$ cat config.mk
export PLATFORM = sky130hd
export DESIGN_NAME = acc_dispatch_ctrl_flat
export DESIGN_NICKNAME = d
export VERILOG_FILES = /design/src/rtl/acc_dispatch_pkg.sv /design/src/rtl/acc_dispatch_ctrl_if.sv /design/src/rtl/acc_dispatch_wdog.sv /design/src/rtl/acc_dispatch_ctrl.sv /design/src/flat_wrapper.sv
export SDC_FILE = /design/constraint.sdc
export NUM_CORES = 1
export LEC_CHECK = 0
export CORE_MARGIN = 2
export CORE_UTILIZATION = 38
export CTS_CLUSTER_SIZE = 24
export DETAILED_ROUTE_END_ITERATION = 8
export GPL_ROUTABILITY_DRIVEN = 0
export GPL_TIMING_DRIVEN = 1
export PLACE_DENSITY = 0.8
export SLEW_MARGIN = 20
export SYNTH_ARGS = -nofsm -noshare
export SYNTH_HDL_FRONTEND = slang
export SYNTH_SLANG_ARGS = --single-unit
$ cat constraint.sdc
create_clock -name clk -period 2.3 [get_ports clk]
set_input_delay 0.575 -clock clk [delete_from_list [all_inputs] [get_ports clk]]
set_output_delay 0.575 -clock clk [all_outputs]
set_load 0.1 [all_outputs]
$ cat src/rtl/acc_dispatch_pkg.sv
// Shared types and constants for the accelerator dispatch controller.
// Build option: ACC_DISPATCH_TIMEOUT_EN enables the job watchdog.
package acc_dispatch_pkg;

  typedef enum logic [1:0] {
    ST_IDLE  = 2'd0,
    ST_RUN   = 2'd1,
    ST_WRITE = 2'd2,
    ST_DONE  = 2'd3
  } state_e;

  localparam int          OPC_MSB        = 31;
  localparam int          OPC_LSB        = 26;
  localparam logic [5:0]  DEFAULT_OPCODE = 6'h3F;

  // A single channel still needs a 1-bit index field.
  function automatic int idx_width(input int n);
    return (n > 2) ? $clog2(n) : 1;
  endfunction

endpackage

$ cat src/rtl/acc_dispatch_ctrl_if.sv
// Instruction-bus side of the dispatch controller: select, bypass and the
// valid/ready instruction handshake.
interface acc_dispatch_ctrl_if;

  logic        chipselect;
  logic        acc_bypass;
  logic        instr_valid;
  logic        instr_ready;
  logic [31:0] instruction;

  modport master (
    output chipselect, acc_bypass, instr_valid, instruction,
    input  instr_ready
  );

  modport slave (
    input  chipselect, acc_bypass, instr_valid, instruction,
    output instr_ready
  );

endinterface

$ cat src/rtl/acc_dispatch_wdog.sv
// Job watchdog: counts cycles of an active job and flags expiry at
// TIMEOUT_CYCLES-1. Only elaborated when ACC_DISPATCH_TIMEOUT_EN is defined.
module acc_dispatch_wdog #(
  parameter int TIMEOUT_CYCLES = 4096
) (
  input  logic clk,
  input  logic reset,
  input  logic srst_i,
  input  logic start_i,
  input  logic run_i,
  output logic expire_o
);

  localparam int            CW    = (TIMEOUT_CYCLES > 2) ? $clog2(TIMEOUT_CYCLES) : 1;
  localparam logic [CW-1:0] LIMIT = CW'(TIMEOUT_CYCLES - 1);

  logic [CW-1:0] cnt_q;

  // Cycle counter, restarted each time a job is launched.
  always_ff @(posedge clk) begin
    if (!reset || srst_i) begin
      cnt_q <= '0;
    end else if (start_i) begin
      cnt_q <= '0;
    end else if (run_i && !expire_o) begin
      cnt_q <= cnt_q + CW'(1);
    end else begin
      cnt_q <= cnt_q;
    end
  end

  assign expire_o = run_i && (cnt_q == LIMIT);

endmodule

$ cat src/rtl/acc_dispatch_ctrl.sv
// Accelerator dispatch controller: decodes accelerator instructions, enables one
// of NUM_ACC channels and tracks read/write completion. Build option:
// ACC_DISPATCH_TIMEOUT_EN adds a per-job watchdog (timeout_err otherwise 0).
module acc_dispatch_ctrl
  import acc_dispatch_pkg::*;
#(
  parameter int         NUM_ACC        = 3,
  parameter logic [5:0] OPCODE         = DEFAULT_OPCODE,
  parameter int         CNT_W          = 8,
  parameter int         TIMEOUT_CYCLES = 4096,
  localparam int        IDX_W          = idx_width(NUM_ACC)
) (
  input  logic                 clk,
  input  logic                 reset,
  acc_dispatch_ctrl_if.slave   bus,
  input  logic [NUM_ACC-1:0]   read_done,
  input  logic [NUM_ACC-1:0]   write_done,
  input  logic                 done_ack,
  output logic [NUM_ACC-1:0]   acc_enable,
  output logic                 acc_done,
  output logic                 busy,
  output logic [IDX_W-1:0]     active_idx,
  output logic                 err,
  output logic [CNT_W-1:0]     done_count,
  output logic                 timeout_err
);

  state_e             state_q;
  logic [NUM_ACC-1:0] acc_enable_q;
  logic               acc_done_q;
  logic               busy_q;
  logic [IDX_W-1:0]   active_idx_q;
  logic               err_q;
  logic [CNT_W-1:0]   done_count_q;
  logic               timeout_err_q;

  logic [5:0]         opc_s;
  logic [IDX_W-1:0]   dec_idx_s;
  logic               dec_ok_s;
  logic               accept_s;
  logic [NUM_ACC-1:0] onehot_s;
  logic               rd_s;
  logic               wr_s;
  logic               expire_s;

  // Reserved bits [25:IDX_W] must be zero, so out-of-width indices are rejected too.
  assign opc_s     = bus.instruction[OPC_MSB:OPC_LSB];
  assign dec_idx_s = bus.instruction[IDX_W-1:0];
  assign dec_ok_s  = (opc_s == OPCODE) && bus.acc_bypass &&
                     (bus.instruction[OPC_LSB-1:IDX_W] == '0) &&
                     ({1'b0, dec_idx_s} < (IDX_W+1)'(NUM_ACC));
  assign accept_s  = (state_q == ST_IDLE) && bus.instr_valid && dec_ok_s;
  assign onehot_s  = {{(NUM_ACC-1){1'b0}}, 1'b1} << dec_idx_s;

  assign rd_s = read_done[active_idx_q];
  assign wr_s = write_done[active_idx_q];

`ifdef ACC_DISPATCH_TIMEOUT_EN
  acc_dispatch_wdog #(
    .TIMEOUT_CYCLES (TIMEOUT_CYCLES)
  ) u_wdog (
    .clk      (clk),
    .reset    (reset),
    .srst_i   (!bus.chipselect),
    .start_i  (accept_s),
    .run_i    (busy_q),
    .expire_o (expire_s)
  );
`else
  assign expire_s = 1'b0;
`endif

  // Dispatch FSM with all outputs registered; reset outranks chipselect.
  always_ff @(posedge clk) begin
    if (!reset || !bus.chipselect) begin
      state_q       <= ST_IDLE;
      acc_enable_q  <= '0;
      acc_done_q    <= 1'b0;
      busy_q        <= 1'b0;
      active_idx_q  <= '0;
      err_q         <= 1'b0;
      done_count_q  <= '0;
      timeout_err_q <= 1'b0;
    end else begin
      err_q <= 1'b0;
      case (state_q)
        ST_IDLE: begin
          if (bus.instr_valid) begin
            if (accept_s) begin
              active_idx_q <= dec_idx_s;
              acc_enable_q <= onehot_s;
              busy_q       <= 1'b1;
              state_q      <= ST_RUN;
            end else begin
              err_q <= 1'b1;
            end
          end
        end
        ST_RUN, ST_WRITE: begin
          if (wr_s && (rd_s || state_q == ST_WRITE)) begin
            acc_enable_q <= '0;
            busy_q       <= 1'b0;
            acc_done_q   <= 1'b1;
            done_count_q <= done_count_q + CNT_W'(1);
            state_q      <= ST_DONE;
          end else if (rd_s && state_q == ST_RUN) begin
            state_q <= ST_WRITE;
          end else if (wr_s || expire_s) begin
            // Write before read is a protocol error; expiry is a watchdog abort.
            acc_enable_q <= '0;
            busy_q       <= 1'b0;
            err_q        <= 1'b1;
            timeout_err_q <= timeout_err_q | (expire_s & ~wr_s);
            state_q      <= ST_IDLE;
          end
        end
        ST_DONE: begin
          if (done_ack) begin
            acc_done_q <= 1'b0;
            state_q    <= ST_IDLE;
          end
        end
        default: begin
          state_q <= ST_IDLE;
        end
      endcase
    end
  end

  assign bus.instr_ready = (state_q == ST_IDLE);
  assign acc_enable      = acc_enable_q;
  assign acc_done        = acc_done_q;
  assign busy            = busy_q;
  assign active_idx      = active_idx_q;
  assign err             = err_q;
  assign done_count      = done_count_q;
  assign timeout_err     = timeout_err_q;

endmodule

$ cat src/flat_wrapper.sv
// flat-port wrapper written by rule: the top's interface ports become plain ports
module acc_dispatch_ctrl_flat import acc_dispatch_pkg::*;
#(
  parameter int         NUM_ACC        = 3,
  parameter logic [5:0] OPCODE         = DEFAULT_OPCODE,
  parameter int         CNT_W          = 8,
  parameter int         TIMEOUT_CYCLES = 4096,
  localparam int        IDX_W          = idx_width(NUM_ACC)
)
  (clk, reset, read_done, write_done, done_ack, acc_enable, acc_done, busy, active_idx, err, done_count, timeout_err, bus_chipselect, bus_acc_bypass, bus_instr_valid, bus_instruction, bus_instr_ready);
  acc_dispatch_ctrl_if bus_i ();
  input  logic clk;
  input  logic reset;
  input  logic [NUM_ACC-1:0] read_done;
  input  logic [NUM_ACC-1:0] write_done;
  input  logic done_ack;
  output logic [NUM_ACC-1:0] acc_enable;
  output logic acc_done;
  output logic busy;
  output logic [IDX_W-1:0] active_idx;
  output logic err;
  output logic [CNT_W-1:0] done_count;
  output logic timeout_err;
  input wire logic [$bits(bus_i.chipselect)-1:0] bus_chipselect;
  input wire logic [$bits(bus_i.acc_bypass)-1:0] bus_acc_bypass;
  input wire logic [$bits(bus_i.instr_valid)-1:0] bus_instr_valid;
  input wire logic [$bits(bus_i.instruction)-1:0] bus_instruction;
  output wire logic [$bits(bus_i.instr_ready)-1:0] bus_instr_ready;
  assign bus_i.chipselect = bus_chipselect;
  assign bus_i.acc_bypass = bus_acc_bypass;
  assign bus_i.instr_valid = bus_instr_valid;
  assign bus_i.instruction = bus_instruction;
  assign bus_instr_ready = bus_i.instr_ready;
  acc_dispatch_ctrl #(.NUM_ACC(NUM_ACC), .OPCODE(OPCODE), .CNT_W(CNT_W), .TIMEOUT_CYCLES(TIMEOUT_CYCLES)) u_core (.clk(clk), .reset(reset), .bus(bus_i), .read_done(read_done), .write_done(write_done), .done_ack(done_ack), .acc_enable(acc_enable), .acc_done(acc_done), .busy(busy), .active_idx(active_idx), .err(err), .done_count(done_count), .timeout_err(timeout_err));
endmodule
# After elaboration in Yosys (flattened, before gate mapping)
# Index checks and enable logic that the tools add are counted.
# totals
n_memories	0
reg_bits	18
output_inout_bits	18
rom_bits	0
in_bits	44
latchBits	0
ramBits	0
# classes
n_mul	0
n_reduce_logical	21
n_addsub	1
n_div	0
n_mux	32
n_eq_ne	11
bitwise	0
order_cmp	2
n_shift	1
# ops
operator	count
24-bit zero test	1
3-bit 2-to-1 mux	5
1-bit 2-to-1 mux	14
2-bit 2-to-1 mux	6
8-bit by 1-bit adder with 8-bit output, second input constant	1
1-bit logical AND	7
6-bit == test, second input constant	1
1-bit case mux with 2 select lines	3
2-bit case mux with 3 select lines	1
3-bit case mux with 2 select lines	1
3-bit AND reduction	2
5-bit AND reduction	1
1-bit binary-select mux with 2-bit select	2
2-bit == test, second input constant	2
2-bit by 1-bit != test with 1-bit output, second input constant	2
2-bit != test, second input constant	2
4-bit by 1-bit != test with 1-bit output, second input constant	1
4-bit AND reduction	1
2-bit nonzero test	2
2-bit by 3-bit less-than comparator with 1-bit output, second input constant	1
3-bit by 1-bit != test with 1-bit output, second input constant	1
3-bit by 2-bit != test with 1-bit output, second input constant	1
1-bit by 2-bit << shifter with 3-bit output, first input constant	1
2-bit by 1-bit == test with 1-bit output, second input constant	1
other kinds (6)	8

# Depth between registers and ports, before layout
# Gate-level depths: netlist of the first run.
# depth
depth_word	8
mapped_depth	8
depth_no_buf	7

# Least setup slack after synthesis of the first run
# OpenSTA, ideal clock, no wires.
# synth_path
kind	register to register
startpoint	register u_core.active_idx_q[1] (netlist: u_core.active_idx[1])
endpoint	register u_core.state_q[0]
required_ps	2229
slack_ps	-203
period_less_slack_ps	2503
stages_incl_launch_ff	7
arrival_ps	2432
cell_sequence	dfxtp_1 -> mux2i_1 -> o211a_1 -> or3_1 -> buf_2 -> a2111o_1 -> a21oi_1
# synth_between
elab_chain_cells	6
# synth_rtl
element	line	source
start: declaration	acc_dispatch_ctrl.sv:32	logic [IDX_W-1:0] active_idx_q;
start signal: assignment	acc_dispatch_ctrl.sv:90	active_idx_q <= dec_idx_s;
1-bit binary-select mux with 2-bit select	acc_dispatch_ctrl.sv:55	assign rd_s = read_done[active_idx_q];
1-bit 2-to-1 mux (not written as such)	acc_dispatch_ctrl.sv:55	
1-bit logical AND or 1-bit logical OR (tied branches)	acc_dispatch_ctrl.sv:106, acc_dispatch_ctrl.sv:100	
2-bit 2-to-1 mux or 1-bit logical AND (tied branches)	acc_dispatch_ctrl.sv:106, acc_dispatch_ctrl.sv:100	
2-bit 2-to-1 mux or 4-bit by 1-bit != test with 1-bit output (tied branches)	n/a	
2-bit case mux with 3 select lines or 4-bit AND reduction (tied branches)	n/a	
end signal: assignment	acc_dispatch_ctrl.sv:93	state_q <= ST_RUN;
end signal: assignment	acc_dispatch_ctrl.sv:105	state_q <= ST_DONE;
end signal: assignment	acc_dispatch_ctrl.sv:107	state_q <= ST_WRITE;
end: declaration	acc_dispatch_ctrl.sv:28	state_e state_q;
# Several ways; a longest one is shown, not always the timed one. The select of a mux whose other input is x is not followed.
# A chain may end at the register's enable or synchronous reset.

# Worst setup path in the final report of the first run
# layout_path
startpoint	input port bus_instruction[6]
endpoint	register u_core.acc_enable_q[1] (netlist: u_core.acc_enable[1])
# layout_between
elab_chain_cells	6
# layout_rtl
element	line	source
start: declaration	flat_wrapper.sv:27	input wire logic [$bits(bus_i.instruction)-1:0] bus_instruction;
24-bit zero test	acc_dispatch_ctrl.sv:50	(bus.instruction[OPC_LSB-1:IDX_W] == '0) &&
1-bit logical AND	acc_dispatch_ctrl.sv:49	assign dec_ok_s = (opc_s == OPCODE) && bus.acc_bypass &&
1-bit logical AND	acc_dispatch_ctrl.sv:50	
1-bit logical AND	acc_dispatch_ctrl.sv:52	assign accept_s = (state_q == ST_IDLE) && bus.instr_valid && dec_ok_s;
2-bit by 1-bit != test with 1-bit output (no source line)	n/a	
5-bit AND reduction (no source line)	n/a	
end signal: assignment	acc_dispatch_ctrl.sv:91	acc_enable_q <= onehot_s;
end: declaration	acc_dispatch_ctrl.sv:29	logic [NUM_ACC-1:0] acc_enable_q;
# No other way between the ends.

==> flow_metrics.tcl, run 1 <==
set metrics [dict create \
    highest_layer "met4" \
    totalWireLength_um 3330 \
    ys_warn_count 0 \
    cts_sinks 18 \
    ioPinCount 62 \
    worstHoldPathCells 2 \
    start_kind "input pin" \
    synth_fp_nets 179 \
    cts-hold-fix-buffers 0 \
    synth-seq-area-share_pct 32.6 \
    outcome "finished clean" \
    regArea_um2 363 \
    timing.rr.start "u_core.state_q[1]" \
    relSlewSlack_pct 66.7 \
    crit_slowest_cell "clkdlybuf4s50_1" \
    clockBufferDepth 2 \
    vias_per_cell 5.48 \
    drc 0 \
    cts_buffers 3 \
    drt-pass1-iter-count 4 \
    dieArea_mm2 0.00335 \
    period_share_pct 95.5 \
    fill_cells 221 \
    final_common_cell "clkdlybuf4s50_1" \
    area_delta_synth_final_pct 71.3 \
    leakagePower_uw 0.000772 \
    die_w_um 57.9 \
    mostFrequentLayoutCells "43 x clkdlybuf4s50_1, 35 x buf_4, 16 x dfxtp_1, 13 x a21oi_1, 10 x nand2_1" \
    die_h_um 57.9 \
    multi_input_area_um2 719 \
    grt_start_max_net_pins 14 \
    setup.worst_path.end_class "register" \
    tritoncts "built" \
    wl_met1_um 1260 \
    regToRegSetupSlack_ns 0.44 \
    postRouteAntennaNets 0 \
    p_per_area_mw_per_mm2 340 \
    cts_root_buffer "clkbuf_4" \
    crit_chain "clkdlybuf4s50_1, nor4_1, nand4_1, buf_4, o41ai_4, buf_4, nand4_1, a21oi_1" \
    cpPeakStageDelay_ns 0.40 \
    r2r.worst_path.cells 6 \
    antenna_found_initial 0 \
    avgSynthCellArea_um2 8.50 \
    max_freq_mhz 455 \
    synth_flop_cell "dfxtp_1" \
    start_util_pct 40.1 \
    grt_overflow 0 \
    ys_types 44 \
    vias 1315 \
    drive_gt1_share_pct 23.9 \
    grt_pass1_wl_um 5140 \
    num_antenna_cells 0 \
    worstMarginPinSlew_ns 0.499 \
    min_to "u_core.acc_enable[0]" \
    wl_met2_um 1670 \
    maxCapViolCount 0 \
    cts_setup_buffers 0 \
    clock_latency_ns 0.31 \
    ir_drop_v 0.000368 \
    min_path_type "register to register" \
    hold_ws_ns 0.490 \
    crit_fanout 4 \
    first_global_vias 1197 \
    core_mm2 0.00276 \
    clk_pin_slew_ns 0.10 \
    grtUsageTotal_pct 19.6 \
    async_reset_ff_share_pct 0 \
    hold_viol 0 \
    skew_ns 0.00573 \
    syn_inst 130 \
    drtIter0Drc 29 \
    crit_type "input pin to register" \
    ys_seq_elements 18 \
    min_period_ns 2.20 \
    ctsResizeCount 0 \
    syn-cell-area_mm2 0.00110 \
    cp.required_ns 2.53 \
    wire_per_inst_um 13.9 \
    synth_edf_count 0 \
    dp_cells 236 \
    final-max-slew-violation-count 0 \
    htreeDepth 1 \
    setup_viol 0 \
    nets 259 \
    port_buffers 60 \
    hp-start "u_core.acc_enable[0]" \
    rows 19 \
    cp_data_arrival_time_ns 2.43 \
    instances_no_fill 240 \
    route.met3.wl_um 339 \
    dpl.hpwl_um 2640 \
    r2r-end "u_core.state_q[0]" \
]
==> through the flow <==
step	setup slack [ns]	util (%)	total power (uW)	area [um2]	TNS [ns]
after floorplan	0.159	-	353	1110	0
after CTS	0.0350	68.0	648	1880	0
after global placement	-0.194	66.7	443	1840	-1.05
after detailed placement	-0.278	66.7	445	1840	-1.62
final	0.104	68.6	643	1890	0
after global routing	-0.0261	68.6	665	1890	-0.0261
==> registers in the layout (all words and copies together), names as in the netlist <==
signal	flops
u_core.acc_done	1
u_core.acc_enable	3
u_core.active_idx	2
u_core.busy	1
u_core.done_count	8
u_core.err	1
u_core.state_q	2
==> worst max-delay path, delay by kind of cell <==
kind,cells,cell delay (ns)
AOI/OAI and AO/OA,2,0.49
buffers and inverters,3,0.78
and+or+nand+nor,3,0.59
==> area by class of cell <==
type	count	share of cell area [%]
timing repair buffer	79	37.7
sequential	18	19.2
multi-input combinational	102	38.0
inverter	6	1.19
tap	31	2.05
clock buffer	4	1.92
==> per-layer routing <==
| layer | track usage [%] | vias to the layer above |
|---|---|---|
| li1 | - | 650 |
| met1 | 20.4 | 605 |
| met2 | 37.8 | 53 |
| met3 | 5.13 | 7 |
| met4 | 5.98 | 0 |
| met5 | 0 | - |
==> synthesized netlist by cell type (3+ instances only) <==
cell type   n  area share, %
nand3_1     3            1.4
nand4b_1    3            2.4
or3_1       3            1.7
nor2_1      9            3.1
a21oi_1    13            5.9
ha_1        5            5.7
inv_1       6            2.0
nor4_1      5            2.8
nand2_1    10            3.4
and2_1      3            1.7
o21ai_0     8            3.6
dfxtp_1    18             33
mux2i_1     5            4.5
==> worst max path at each step <==
stage                              startpoint              endpoint  slack (ns)  depth (start not counted)
after floorplan             u_core.state_q[0]  u_core.active_idx[0]        0.16                          6
after global placement     bus_instruction[2]     u_core.state_q[0]       -0.19                          6
after detailed placement  bus_instruction[11]     u_core.state_q[0]       -0.28                          6
after CTS                 bus_instruction[11]     u_core.state_q[0]        0.04                          6
after global routing      bus_instruction[11]  u_core.acc_enable[1]       -0.03                          8
final                      bus_instruction[6]  u_core.acc_enable[1]        0.10                          8
==> power by group <==
| part | switching, uW | leakage, uW | total (uW) | internal (uW) |
|---|---|---|---|---|
| Combinational | 45.3 | 0.000605 | 127 | 82.0 |
| Sequential | 0.143 | 0.000146 | 312 | 312 |
| Clock | 107 | 0.0000210 | 203 | 96.7 |
==> logic make-up after synthesis <==
logic type / share of synthesized area, %
buffers and inverters: 3.85
multiplexers: 4.53
adder cells (fa/ha/maj): 5.66
AO/OA/AOI/OAI: 25.7
other: 0.339
XOR/XNOR: 1.59
AND/OR/NAND/NOR: 25.7
flip-flops: 32.6
No activity file was read; power rests on OpenSTA's default activity.
==> inputs of run 2 (changes only) <==
- CTS_BUF_LIST: unset -> sky130_fd_sc_hd__clkbuf_16
==> run 2 against run 1 <==
Compared with the run above:
- routed wire length is 7.2% higher
- hold slack worse by 0.0066 ns
- die area stayed put
- cell area is 3.1% higher
- non-clock buffer count stayed put
- clock power is 71% higher
- highest routed layer unchanged
- critical endpoint unchanged
- cell count stayed put
- first-iteration DRC count is 3.4% higher
- clock skew is 0.0030 ns lower
- via count is 1.4% higher
==> flow_metrics.tcl, run 2 (synthesis results as in run 1) <==
set metrics [dict create \
    outcome "finished clean" \
    wire_per_inst_um 14.9 \
    final_area_mm2 0.00195 \
    vias_per_cell 5.56 \
    die_h_um 57.9 \
    met3_usage_pct 6.47 \
    p_clk_share_pct 44.0 \
    postRouteAntennaNets 0 \
    use_met1_pct 20.7 \
    clockBufferDepth 2 \
    period_share_pct 97.9 \
    rows 19 \
    cts_root_buffer "clkbuf_16" \
    min_period_ns 2.25 \
    final_common_cell "clkdlybuf4s50_1" \
    tritoncts "built" \
    skew_ns 0.00275 \
    setup.worst_path.end_class "register" \
    grt_pass1_wl_um 5310 \
    postPlaceCellArea_mm2 0.00184 \
    internal_power_uw 626 \
    nets 259 \
    p_per_area_mw_per_mm2 405 \
    largest_reg_flops 8 \
    mostFrequentLayoutCells "43 x clkdlybuf4s50_1, 35 x buf_4, 16 x dfxtp_1, 12 x a21oi_1, 10 x nand2_1" \
    combinationalPowerShare_pct 16.4 \
    crit_chain "clkdlybuf4s50_1, nor4_2, nand4_1, buf_4, o41ai_4, buf_4, nand4_1, a21oi_2" \
    num_antenna_cells 0 \
    max_freq_mhz 444 \
    cp_data_arrival_time_ns 2.42 \
    dp_cells 236 \
    min_path_type "register to register" \
    cts_setup_buffers 0 \
    cts_buffers 3 \
    cp.required_ns 2.47 \
    drive_gt1_share_pct 24.9 \
    start_kind "input pin" \
    clock_latency_ns 0.25 \
    cpPeakStageDelay_ns 0.42 \
    final.setup.tns_ns 0 \
    finalPower_uw 790 \
    grt.busiest_layer "met2" \
    first_global_vias 1220 \
    area_delta_synth_final_pct 76.7 \
    net-switching-power_uw 164 \
    drt-pass1-iter-count 4 \
    antenna_found_initial 0 \
    cts_sinks 18 \
    instances_no_fill 240 \
    drtIter0Drc 30 \
    hold_viol 0 \
    dieArea_mm2 0.00335 \
    clk_pin_slew_ns 0.05 \
    seqPwrFrac_pct 39.6 \
    final_util_pct 70.8 \
    vias 1334 \
    crit_type "input pin to register" \
    totalWireLength_um 3570 \
    dpl.hpwl_um 2640 \
    p_sw_share_pct 20.7 \
    final-max-slew-violation-count 0 \
    leakagePower_uw 0.000791 \
    crit_buf_inv 3 \
    crit_slowest_cell "clkdlybuf4s50_1" \
    crit_fanout 4 \
    rsz0062_at_grt "true" \
    drc 0 \
    grtUsageTotal_pct 20.2 \
    htreeDepth 1 \
    worstMarginPinSlew_ns 0.517 \
    die_w_um 57.9 \
    cts-hold-fix-buffers 0 \
    crit_family "buffers and inverters" \
    grtUsageMet2_pct 39.6 \
    ir_drop_v 0.000466 \
    relSlewSlack_pct 65.4 \
    ioPinCount 62 \
    port_buffers 60 \
    start_util_pct 40.1 \
    setup_viol 0 \
    core_mm2 0.00276 \
    grt_start_max_net_pins 14 \
    maxCapViolCount 0 \
    grt_overflow 0 \
]
run 2: power by group through the flow:
| stage | Clock, uW | Combinational, uW | Sequential (uW) |
|---|---|---|---|
| global route | 368 | 136 | 313 |
| floorplan | 0 | 28.3 | 325 |
| finish | 348 | 129 | 313 |
| CTS | 351 | 127 | 313 |
| global placement | 0 | 124 | 320 |
| detailed placement | 0 | 126 | 319 |
run 2: worst min-delay path, cell delays in order, from the launching register on:
cell	delay, ns
dfxtp_1	0.31
o21ai_0	0.07
a21oi_1	0.06
run 2: layout make-up:
type / instances / area (um2)
Inverter: 6 / 22.5
Sequential cell: 18 / 363
Multi-Input combinational cell: 102 / 736
Timing Repair Buffer: 79 / 713
Fill cell: 218 / 806
Tap cell: 31 / 38.8
Clock buffer: 3 / 75.1
Clock inverter: 1 / 3.75
run 2: final timing paths:
check | startpoint | to | slack [ns] | cells after the start
worst min register to register | u_core.acc_enable[0] | u_core.acc_enable[0] | 0.48 | 2
worst max register to register | u_core.state_q[0] | u_core.state_q[0] | 0.44 | 6
worst max-delay path | bus_instruction[25] | u_core.acc_enable[1] | 0.05 | 8
worst min-delay path | u_core.acc_enable[0] | u_core.acc_enable[0] | 0.48 | 2
run 2: repair_timing:
action / 4_1_cts / 5_1_grt
setup endpoints to repair: 1 / 6
pin swaps: 1 / 5
gates resized for setup: 1 / 5
run 2: routing by layer:
metal	part of all wire [%]	up-vias
li1	-	650
met1	37	620
met2	52	60
met3	10	4
met4	1.0	0
met5	0	-
run 2: metrics by stage:
| stage | setup slack, ns | hold WS (ns) |
|---|---|---|
| after floorplan | 0.159 | 0.478 |
| after global placement | -0.194 | 0.467 |
| after detailed placement | -0.278 | 0.480 |
| after CTS | 0.0229 | 0.487 |
| after global routing | -0.0679 | 0.493 |
| final | 0.0480 | 0.483 |
==> inputs of run 3 (changes only) <==
- CAP_MARGIN: unset -> 5
==> results of run 3 <==
Final layout, timing and power as in run 2 (identical DEF).
